===== src/rtl/lsu_ecc_scrub.sv =====
// Multi-bank DCCM extended-Hamming checker with one-cycle corrected output and a per-bank
// scrub write-back queue. Define LSU_ECC_SCRUB_ERR_LOG_EN to add the first-error log ports.
module lsu_ecc_scrub #(
    parameter int unsigned DATA_WIDTH = 32,
    parameter int unsigned ECC_WIDTH  = 7,
    parameter int unsigned NUM_BANKS  = 2,
    parameter int unsigned ADDR_WIDTH = 16,
    parameter int unsigned CNT_WIDTH  = 16
) (
    input  logic                             clk_i,
    input  logic                             rst_i,
    input  logic                             ecc_disable_i,
    input  logic                             chk_valid_i,
    input  logic [NUM_BANKS-1:0]             chk_bank_en_i,
    input  logic [NUM_BANKS*ADDR_WIDTH-1:0]  chk_addr_i,
    input  logic [NUM_BANKS*DATA_WIDTH-1:0]  rd_data_i,
    input  logic [NUM_BANKS*ECC_WIDTH-1:0]   rd_ecc_i,
    output logic                             out_valid_o,
    output logic [NUM_BANKS*DATA_WIDTH-1:0]  out_data_o,
    output logic [NUM_BANKS-1:0]             out_sec_o,
    output logic [NUM_BANKS-1:0]             out_ded_o,
    output logic                             wb_valid_o,
    input  logic                             wb_ready_i,
    output logic [ADDR_WIDTH-1:0]            wb_addr_o,
    output logic [DATA_WIDTH-1:0]            wb_data_o,
    output logic [ECC_WIDTH-1:0]             wb_ecc_o,
    output logic                             wb_busy_o,
    output logic                             wb_drop_o,
    input  logic                             cnt_clr_i,
`ifdef LSU_ECC_SCRUB_ERR_LOG_EN
    output logic                             err_log_valid_o,
    output logic [ADDR_WIDTH-1:0]            err_log_addr_o,
    output logic [1:0]                       err_log_bank_o,
    output logic [ECC_WIDTH-1:0]             err_log_syn_o,
    output logic                             err_log_ded_o,
`endif
    output logic [CNT_WIDTH-1:0]             sec_cnt_o,
    output logic [CNT_WIDTH-1:0]             ded_cnt_o
);

    localparam int unsigned R    = ECC_WIDTH - 1;
    localparam int unsigned NPos = DATA_WIDTH + R;
    localparam int unsigned SelW = (NUM_BANKS > 1) ? $clog2(NUM_BANKS) : 1;

    typedef enum logic {StIdle, StReq} state_e;

    // Check bit k covers every code position with bit k set; data skips powers of two.
    function automatic logic [ECC_WIDTH-1:0] ecc_encode(input logic [DATA_WIDTH-1:0] d);
        logic [ECC_WIDTH-1:0] e;
        int unsigned j;
        e = '0;
        j = 0;
        for (int unsigned p = 1; p <= NPos; p++) begin
            if ((p & (p - 1)) != 0) begin
                for (int unsigned k = 0; k < R; k++) begin
                    if (p[k]) e[k] = e[k] ^ d[j];
                end
                j++;
            end
        end
        e[R] = ^{d, e[R-1:0]};
        return e;
    endfunction

    function automatic logic [DATA_WIDTH-1:0] bit_flip(input logic [DATA_WIDTH-1:0] d,
                                                       input logic [R-1:0] syn);
        logic [DATA_WIDTH-1:0] o;
        int unsigned j;
        o = d;
        j = 0;
        for (int unsigned p = 1; p <= NPos; p++) begin
            if ((p & (p - 1)) != 0) begin
                if (p == 32'(syn)) o[j] = ~o[j];
                j++;
            end
        end
        return o;
    endfunction

    function automatic logic [CNT_WIDTH-1:0] sat_add(input logic [CNT_WIDTH-1:0] c,
                                                     input logic [2:0] n);
        logic [CNT_WIDTH:0] s;
        s = {1'b0, c} + {{(CNT_WIDTH - 2){1'b0}}, n};
        return s[CNT_WIDTH] ? {CNT_WIDTH{1'b1}} : s[CNT_WIDTH-1:0];
    endfunction

    logic [NUM_BANKS-1:0]            chk_en, par_err, sec_now, ded_now;
    logic [R-1:0]                    syn [NUM_BANKS];
    logic [NUM_BANKS*DATA_WIDTH-1:0] fix_data;

    always_comb begin
        logic [DATA_WIDTH-1:0] raw;
        logic [ECC_WIDTH-1:0]  chk;
        logic [ECC_WIDTH-1:0]  recomp;
        raw      = '0;
        chk      = '0;
        recomp   = '0;
        chk_en   = {NUM_BANKS{chk_valid_i & ~ecc_disable_i}} & chk_bank_en_i;
        fix_data = rd_data_i;
        par_err  = '0;
        sec_now  = '0;
        ded_now  = '0;
        for (int b = 0; b < NUM_BANKS; b++) begin
            raw        = rd_data_i[b*DATA_WIDTH +: DATA_WIDTH];
            chk        = rd_ecc_i[b*ECC_WIDTH +: ECC_WIDTH];
            recomp     = ecc_encode(raw);
            syn[b]     = recomp[R-1:0] ^ chk[R-1:0];
            par_err[b] = ^{raw, chk};
            sec_now[b] = chk_en[b] & par_err[b] & (32'(syn[b]) <= NPos);
            ded_now[b] = chk_en[b] & (par_err[b] ? (32'(syn[b]) > NPos) : (syn[b] != '0));
            if (sec_now[b]) fix_data[b*DATA_WIDTH +: DATA_WIDTH] = bit_flip(raw, syn[b]);
        end
    end

    state_e                state_q, state_d;
    logic [SelW-1:0]       sel_q, sel_d;
    logic [NUM_BANKS-1:0]  slot_full_q, slot_full_d, slot_free, slot_load, drop_now;
    logic [ADDR_WIDTH-1:0] slot_addr_q [NUM_BANKS];
    logic [DATA_WIDTH-1:0] slot_data_q [NUM_BANKS];

    // A slot released by this cycle's handshake may be refilled by this cycle's SEC.
    always_comb begin
        slot_free   = '0;
        slot_load   = '0;
        drop_now    = '0;
        slot_full_d = '0;
        for (int b = 0; b < NUM_BANKS; b++) begin
            slot_free[b]   = (state_q == StReq) & wb_ready_i & (int'(sel_q) == b);
            slot_load[b]   = sec_now[b] & (~slot_full_q[b] | slot_free[b]);
            drop_now[b]    = sec_now[b] & slot_full_q[b] & ~slot_free[b];
            slot_full_d[b] = (slot_full_q[b] & ~slot_free[b]) | slot_load[b];
        end
    end

    always_ff @(posedge clk_i or posedge rst_i) begin
        if (rst_i) begin
            slot_full_q <= '0;
            for (int b = 0; b < NUM_BANKS; b++) begin
                slot_addr_q[b] <= '0;
                slot_data_q[b] <= '0;
            end
        end else begin
            slot_full_q <= slot_full_d;
            for (int b = 0; b < NUM_BANKS; b++) begin
                if (slot_load[b]) begin
                    slot_addr_q[b] <= chk_addr_i[b*ADDR_WIDTH +: ADDR_WIDTH];
                    slot_data_q[b] <= fix_data[b*DATA_WIDTH +: DATA_WIDTH];
                end
            end
        end
    end

    always_ff @(posedge clk_i or posedge rst_i) begin
        if (rst_i) begin
            state_q <= StIdle;
            sel_q   <= '0;
        end else begin
            state_q <= state_d;
            sel_q   <= sel_d;
        end
    end

    always_comb begin
        logic [SelW-1:0] idx;
        idx     = '0;
        state_d = state_q;
        sel_d   = sel_q;
        unique case (state_q)
            StIdle: begin
                if (|slot_full_q) begin
                    state_d = StReq;
                    for (int b = NUM_BANKS - 1; b >= 0; b--) begin
                        if (slot_full_q[b]) sel_d = SelW'(b);
                    end
                end
            end
            StReq: begin
                if (wb_ready_i) begin
                    state_d = StIdle;
                    // Descending offset so the nearest full slot after sel_q wins.
                    for (int unsigned off = NUM_BANKS; off >= 1; off--) begin
                        idx = SelW'((32'(sel_q) + off) % NUM_BANKS);
                        if (slot_full_d[idx]) begin
                            state_d = StReq;
                            sel_d   = idx;
                        end
                    end
                end
            end
            default: state_d = StIdle;
        endcase
    end

    always_comb begin
        wb_valid_o = (state_q == StReq);
        wb_addr_o  = slot_addr_q[sel_q];
        wb_data_o  = slot_data_q[sel_q];
        wb_ecc_o   = ecc_encode(slot_data_q[sel_q]);
        wb_busy_o  = |slot_full_q;
    end

    logic                            out_valid_q, drop_q;
    logic [NUM_BANKS*DATA_WIDTH-1:0] out_data_q;
    logic [NUM_BANKS-1:0]            out_sec_q, out_ded_q;
    logic [CNT_WIDTH-1:0]            sec_cnt_q, sec_cnt_d, ded_cnt_q, ded_cnt_d;

    always_comb begin
        logic [2:0] sec_sum;
        logic [2:0] ded_sum;
        sec_sum = '0;
        ded_sum = '0;
        for (int b = 0; b < NUM_BANKS; b++) begin
            sec_sum = sec_sum + {2'b00, sec_now[b]};
            ded_sum = ded_sum + {2'b00, ded_now[b]};
        end
        sec_cnt_d = cnt_clr_i ? '0 : sat_add(sec_cnt_q, sec_sum);
        ded_cnt_d = cnt_clr_i ? '0 : sat_add(ded_cnt_q, ded_sum);
    end

    always_ff @(posedge clk_i or posedge rst_i) begin
        if (rst_i) begin
            out_valid_q <= 1'b0;
            out_data_q  <= '0;
            out_sec_q   <= '0;
            out_ded_q   <= '0;
            drop_q      <= 1'b0;
            sec_cnt_q   <= '0;
            ded_cnt_q   <= '0;
        end else begin
            out_valid_q <= chk_valid_i;
            out_data_q  <= fix_data;
            out_sec_q   <= sec_now;
            out_ded_q   <= ded_now;
            drop_q      <= |drop_now;
            sec_cnt_q   <= sec_cnt_d;
            ded_cnt_q   <= ded_cnt_d;
        end
    end

    assign out_valid_o = out_valid_q;
    assign out_data_o  = out_data_q;
    assign out_sec_o   = out_sec_q;
    assign out_ded_o   = out_ded_q;
    assign wb_drop_o   = drop_q;
    assign sec_cnt_o   = sec_cnt_q;
    assign ded_cnt_o   = ded_cnt_q;

`ifdef LSU_ECC_SCRUB_ERR_LOG_EN
    logic                  log_valid_q, log_valid_d, log_ded_q, log_ded_d;
    logic [ADDR_WIDTH-1:0] log_addr_q, log_addr_d;
    logic [1:0]            log_bank_q, log_bank_d;
    logic [ECC_WIDTH-1:0]  log_syn_q, log_syn_d;

    always_comb begin
        log_valid_d = log_valid_q;
        log_addr_d  = log_addr_q;
        log_bank_d  = log_bank_q;
        log_syn_d   = log_syn_q;
        log_ded_d   = log_ded_q;
        if (cnt_clr_i) begin
            log_valid_d = 1'b0;
        end else if (!log_valid_q && |(sec_now | ded_now)) begin
            log_valid_d = 1'b1;
            for (int b = NUM_BANKS - 1; b >= 0; b--) begin
                if (sec_now[b] | ded_now[b]) begin
                    log_addr_d = chk_addr_i[b*ADDR_WIDTH +: ADDR_WIDTH];
                    log_bank_d = 2'(b);
                    log_syn_d  = {par_err[b], syn[b]};
                    log_ded_d  = ded_now[b];
                end
            end
        end
    end

    always_ff @(posedge clk_i or posedge rst_i) begin
        if (rst_i) begin
            log_valid_q <= 1'b0;
            log_addr_q  <= '0;
            log_bank_q  <= '0;
            log_syn_q   <= '0;
            log_ded_q   <= 1'b0;
        end else begin
            log_valid_q <= log_valid_d;
            log_addr_q  <= log_addr_d;
            log_bank_q  <= log_bank_d;
            log_syn_q   <= log_syn_d;
            log_ded_q   <= log_ded_d;
        end
    end

    assign err_log_valid_o = log_valid_q;
    assign err_log_addr_o  = log_addr_q;
    assign err_log_bank_o  = log_bank_q;
    assign err_log_syn_o   = log_syn_q;
    assign err_log_ded_o   = log_ded_q;
`else
    // Without the log, syndromes feed only the flag and correction logic above.
`endif

endmodule


===== config.mk =====
export PLATFORM = sky130hd
export DESIGN_NAME = lsu_ecc_scrub
export DESIGN_NICKNAME = d
export VERILOG_FILES = /design/src/rtl/lsu_ecc_scrub.sv
export SDC_FILE = /design/constraint.sdc
export NUM_CORES = 1
export LEC_CHECK = 0
export ABC_AREA = 1
export CORE_MARGIN = 8
export CORE_UTILIZATION = 49
export DETAILED_ROUTE_END_ITERATION = 8
export PLACE_DENSITY = 0.77
export SLEW_MARGIN = 0
export SYNTH_ARGS = -nofsm -noshare
export SYNTH_HDL_FRONTEND = slang
export SYNTH_SLANG_ARGS = --single-unit

===== constraint.sdc =====
create_clock -name clk_i -period 7.14 [get_ports clk_i]
set_clock_uncertainty 0.05 [all_clocks]
set_input_delay 0.714 -clock clk_i [delete_from_list [all_inputs] [get_ports clk_i]]
set_output_delay 0.714 -clock clk_i [all_outputs]
set_load 0.02 [all_outputs]

==> results.txt <==
Worst-Skew Late Latency - 0.52 ns
final setup vio count - 0
max cap viols - 0
Worst-Margin Slew - 0.979 ns
Antenna Nets Post-Route - 0
Hold Path End - slot_addr_q[31]$_DFFE_PP0P_
status - finished clean
Ys Warns - 0
I/O Buffers - 276
FF-to-FF setup slack - 4.29 ns
Synth Net Count - 2128
Worst-path clk slew - 0.06 ns
Cell Area, Synth - 13700 µm²
Static Leak - 8.90 nW
final worst-path cycle share - 0.798
Final nets - 2388
Async S/R FF share, synth - 1.00
initial core utilization - 0.496
Slowest-stage cell, CP - clkdlybuf4s50_1
Mapped Avg Cell Area - 6.86 µm²
RR Startpoint - ded_cnt_o[0]$_DFF_PP0_
Cell Pwr Density - 503 nW/µm²
synth unique cells - 42
clock buffer depth - 3
share of the yosys chip area belonging to registers - 0.368
hold buffer count at cts - 0
commonest non-fill, non-tap cell in the layout - nand2_1
Die Y - 183 µm
global-route wire length before repair - 71.5 mm
antenna violations before repair - 0
hold_sp - slot_addr_q[31]$_DFFE_PP0P_
CP Class - in -> reg
die width - 183 µm
r2r endpoint - ded_cnt_o[14]$_DFF_PP0_
Synth Register Bits - 202
Total Power - 8.81 mW
DR DRC count - 0
dominant synthesized flop cell - dfrtp_1
Routed WL - 46.3 mm
peak supply drop - 0.000631 V
largest net degree at the start of global routing - 140
H-tree levels - 1
Slew headroom - 0.347
CP Data Arrival Time - 6.10 ns
Die Footprint - 33700 µm²
min Tclk post-route - 5.70 ns
area leader, netlist - dfrtp_1
Setup crit end kind - flip-flop
largest stage delay on the critical path - 0.71 ns
post_cts resized - 0
Avg WL per Cell - 17.4 µm
Reg2Reg Depth - 14
Worst Hold Class - reg -> reg
unrepaired setup endpoints after global routing - false
via count - 13564
Gate Count Post-Synth - 2002
Post-CTS Setup Repair Bufs - 0
setup_tns - 0 ns
Crit Path Max Fanout - 20
number of global-route vias before repair - 13234
DP HPWL - 36.7 mm
PnR worst setup slack - 1.44 ns
most frequent cells in the layout - nand2_1, clkdlybuf4s50_1, inv_1
I/O Pins - 277
CTS root buf - clkbuf_16
core area - 27700 µm²
Slew Limit Fails - 0
fraction of layout cells with a size suffix above 1 - 0.0487
Yosys top cell area share - 0.368
drt pass-1 iters - 7
number of synthesized flops with an enable pin - 0
Final GP Congestion - 1.03
synth top area cells - dfrtp_1, nand2_1, xor2_1
clk sinks - 202
Initial DRC Count - 1335
Hold Vio Cnt, Final - 0
Num CTS Buffers - 24
pre-CTS setup slack - 0.980 ns
CTS tree - built
gr ovfl total - 0
Std-Cell Rows - 61
Worst Path Required - 7.54 ns
hold path depth - 2
Total GRT Usage - 0.267
Area Growth Syn to Fin - 27.6%
Antenna Cells - 0
Via density - 5.11
CP startpoint kind - input port
f_max - 175 MHz
synth_stat cells (9+ instances only):
library cell / count
xnor2_1: 86
clkbuf_1: 9
dfrtp_1: 202
nand2_2: 13
o21ai_0: 44
xor2_1: 126
buf_2: 25
nor3_1: 20
nand3_1: 104
o21ai_1: 14
inv_2: 18
buf_6: 9
nand3b_1: 18
a21oi_1: 20
nor2_1: 80
inv_1: 223
nand2_1: 913
per-stage QoR:
stage / utilization / std cells / hold slack (ns) / instance area, µm²
3_3_place_gp: 0.604 / 2614 / 0.405 / 16700
2_1_floorplan: - / 2002 / 0.392 / 13700
4_1_cts: 0.633 / 2657 / 0.427 / 17500
6_report: 0.633 / 2657 / 0.427 / 17500
5_1_grt: 0.633 / 2657 / 0.446 / 17500
3_5_place_dp: 0.604 / 2614 / 0.413 / 16700
registers in the layout, summed over array words and instances, names as in the netlist, 2 cells and up:
register and cells:
out_data_o 64, slot_data_q 64, slot_addr_q 32, ded_cnt_o 16, sec_cnt_o 16, out_ded_o 2
out_sec_o 2, slot_full_q 2
cells by family (layout without fill, tap and decap cells):
logic type | count (synthesis) | after routing | share of synthesized area
simple gates | 1188 | 1188 | 0.355
fa+ha+maj | 8 | 8 | 0.00838
flops | 202 | 202 | 0.368
compound gates | 95 | 95 | 0.0376
xor+xnor | 220 | 220 | 0.145
buf+inv | 289 | 566 | 0.0870
power by group:
| group | switching, mW | total [mW] | internal [mW] |
|---|---|---|---|
| clock | 0.505 | 1.22 | 0.715 |
| combinational | 3.62 | 5.99 | 2.36 |
| sequential | 0.157 | 1.60 | 1.45 |
routing by layer:
metal	vias to the layer above	routed length (µm)	track usage
li1	6584	-	-
met1	6298	19400	0.345
met2	577	21100	0.434
met3	105	4320	0.0607
met4	0	1520	0.0914
met5	-	0	0
worst max-delay path, delay by kind of cell:
| family | cells | cell delay [ns] |
|---|---|---|
| and+or+nand+nor | 16 | 2.63 |
| buffers and inverters | 7 | 1.52 |
| AOI/OAI and AO/OA | 3 | 0.33 |
| adders and majority gates | 3 | 0.89 |
cell type report:
class,count,area [µm²]
fillers,2493,10200
flip-flops and latches,202,5060
clock inverters,6,45.0
clock buffers,37,741
multi-input cells,1511,7500
inverters,241,912
well taps,378,473
repair buffers,282,2810
worst max-delay path by stage:
stage / startpoint / to / slack, ns
detailed placement: rd_data_i[17] / sec_cnt_o[13]$_DFF_PP0_ / 0.98
global route: rd_data_i[25] / sec_cnt_o[9]$_DFF_PP0_ / 1.02
CTS: rd_data_i[17] / sec_cnt_o[9]$_DFF_PP0_ / 1.50
finish: rd_data_i[17] / sec_cnt_o[13]$_DFF_PP0_ / 1.44
floorplan: rst_i / ded_cnt_o[0]$_DFF_PP0_ / 0.87
global placement: rd_data_i[25] / sec_cnt_o[13]$_DFF_PP0_ / 1.11
Power figures use the tool's default switching activity.
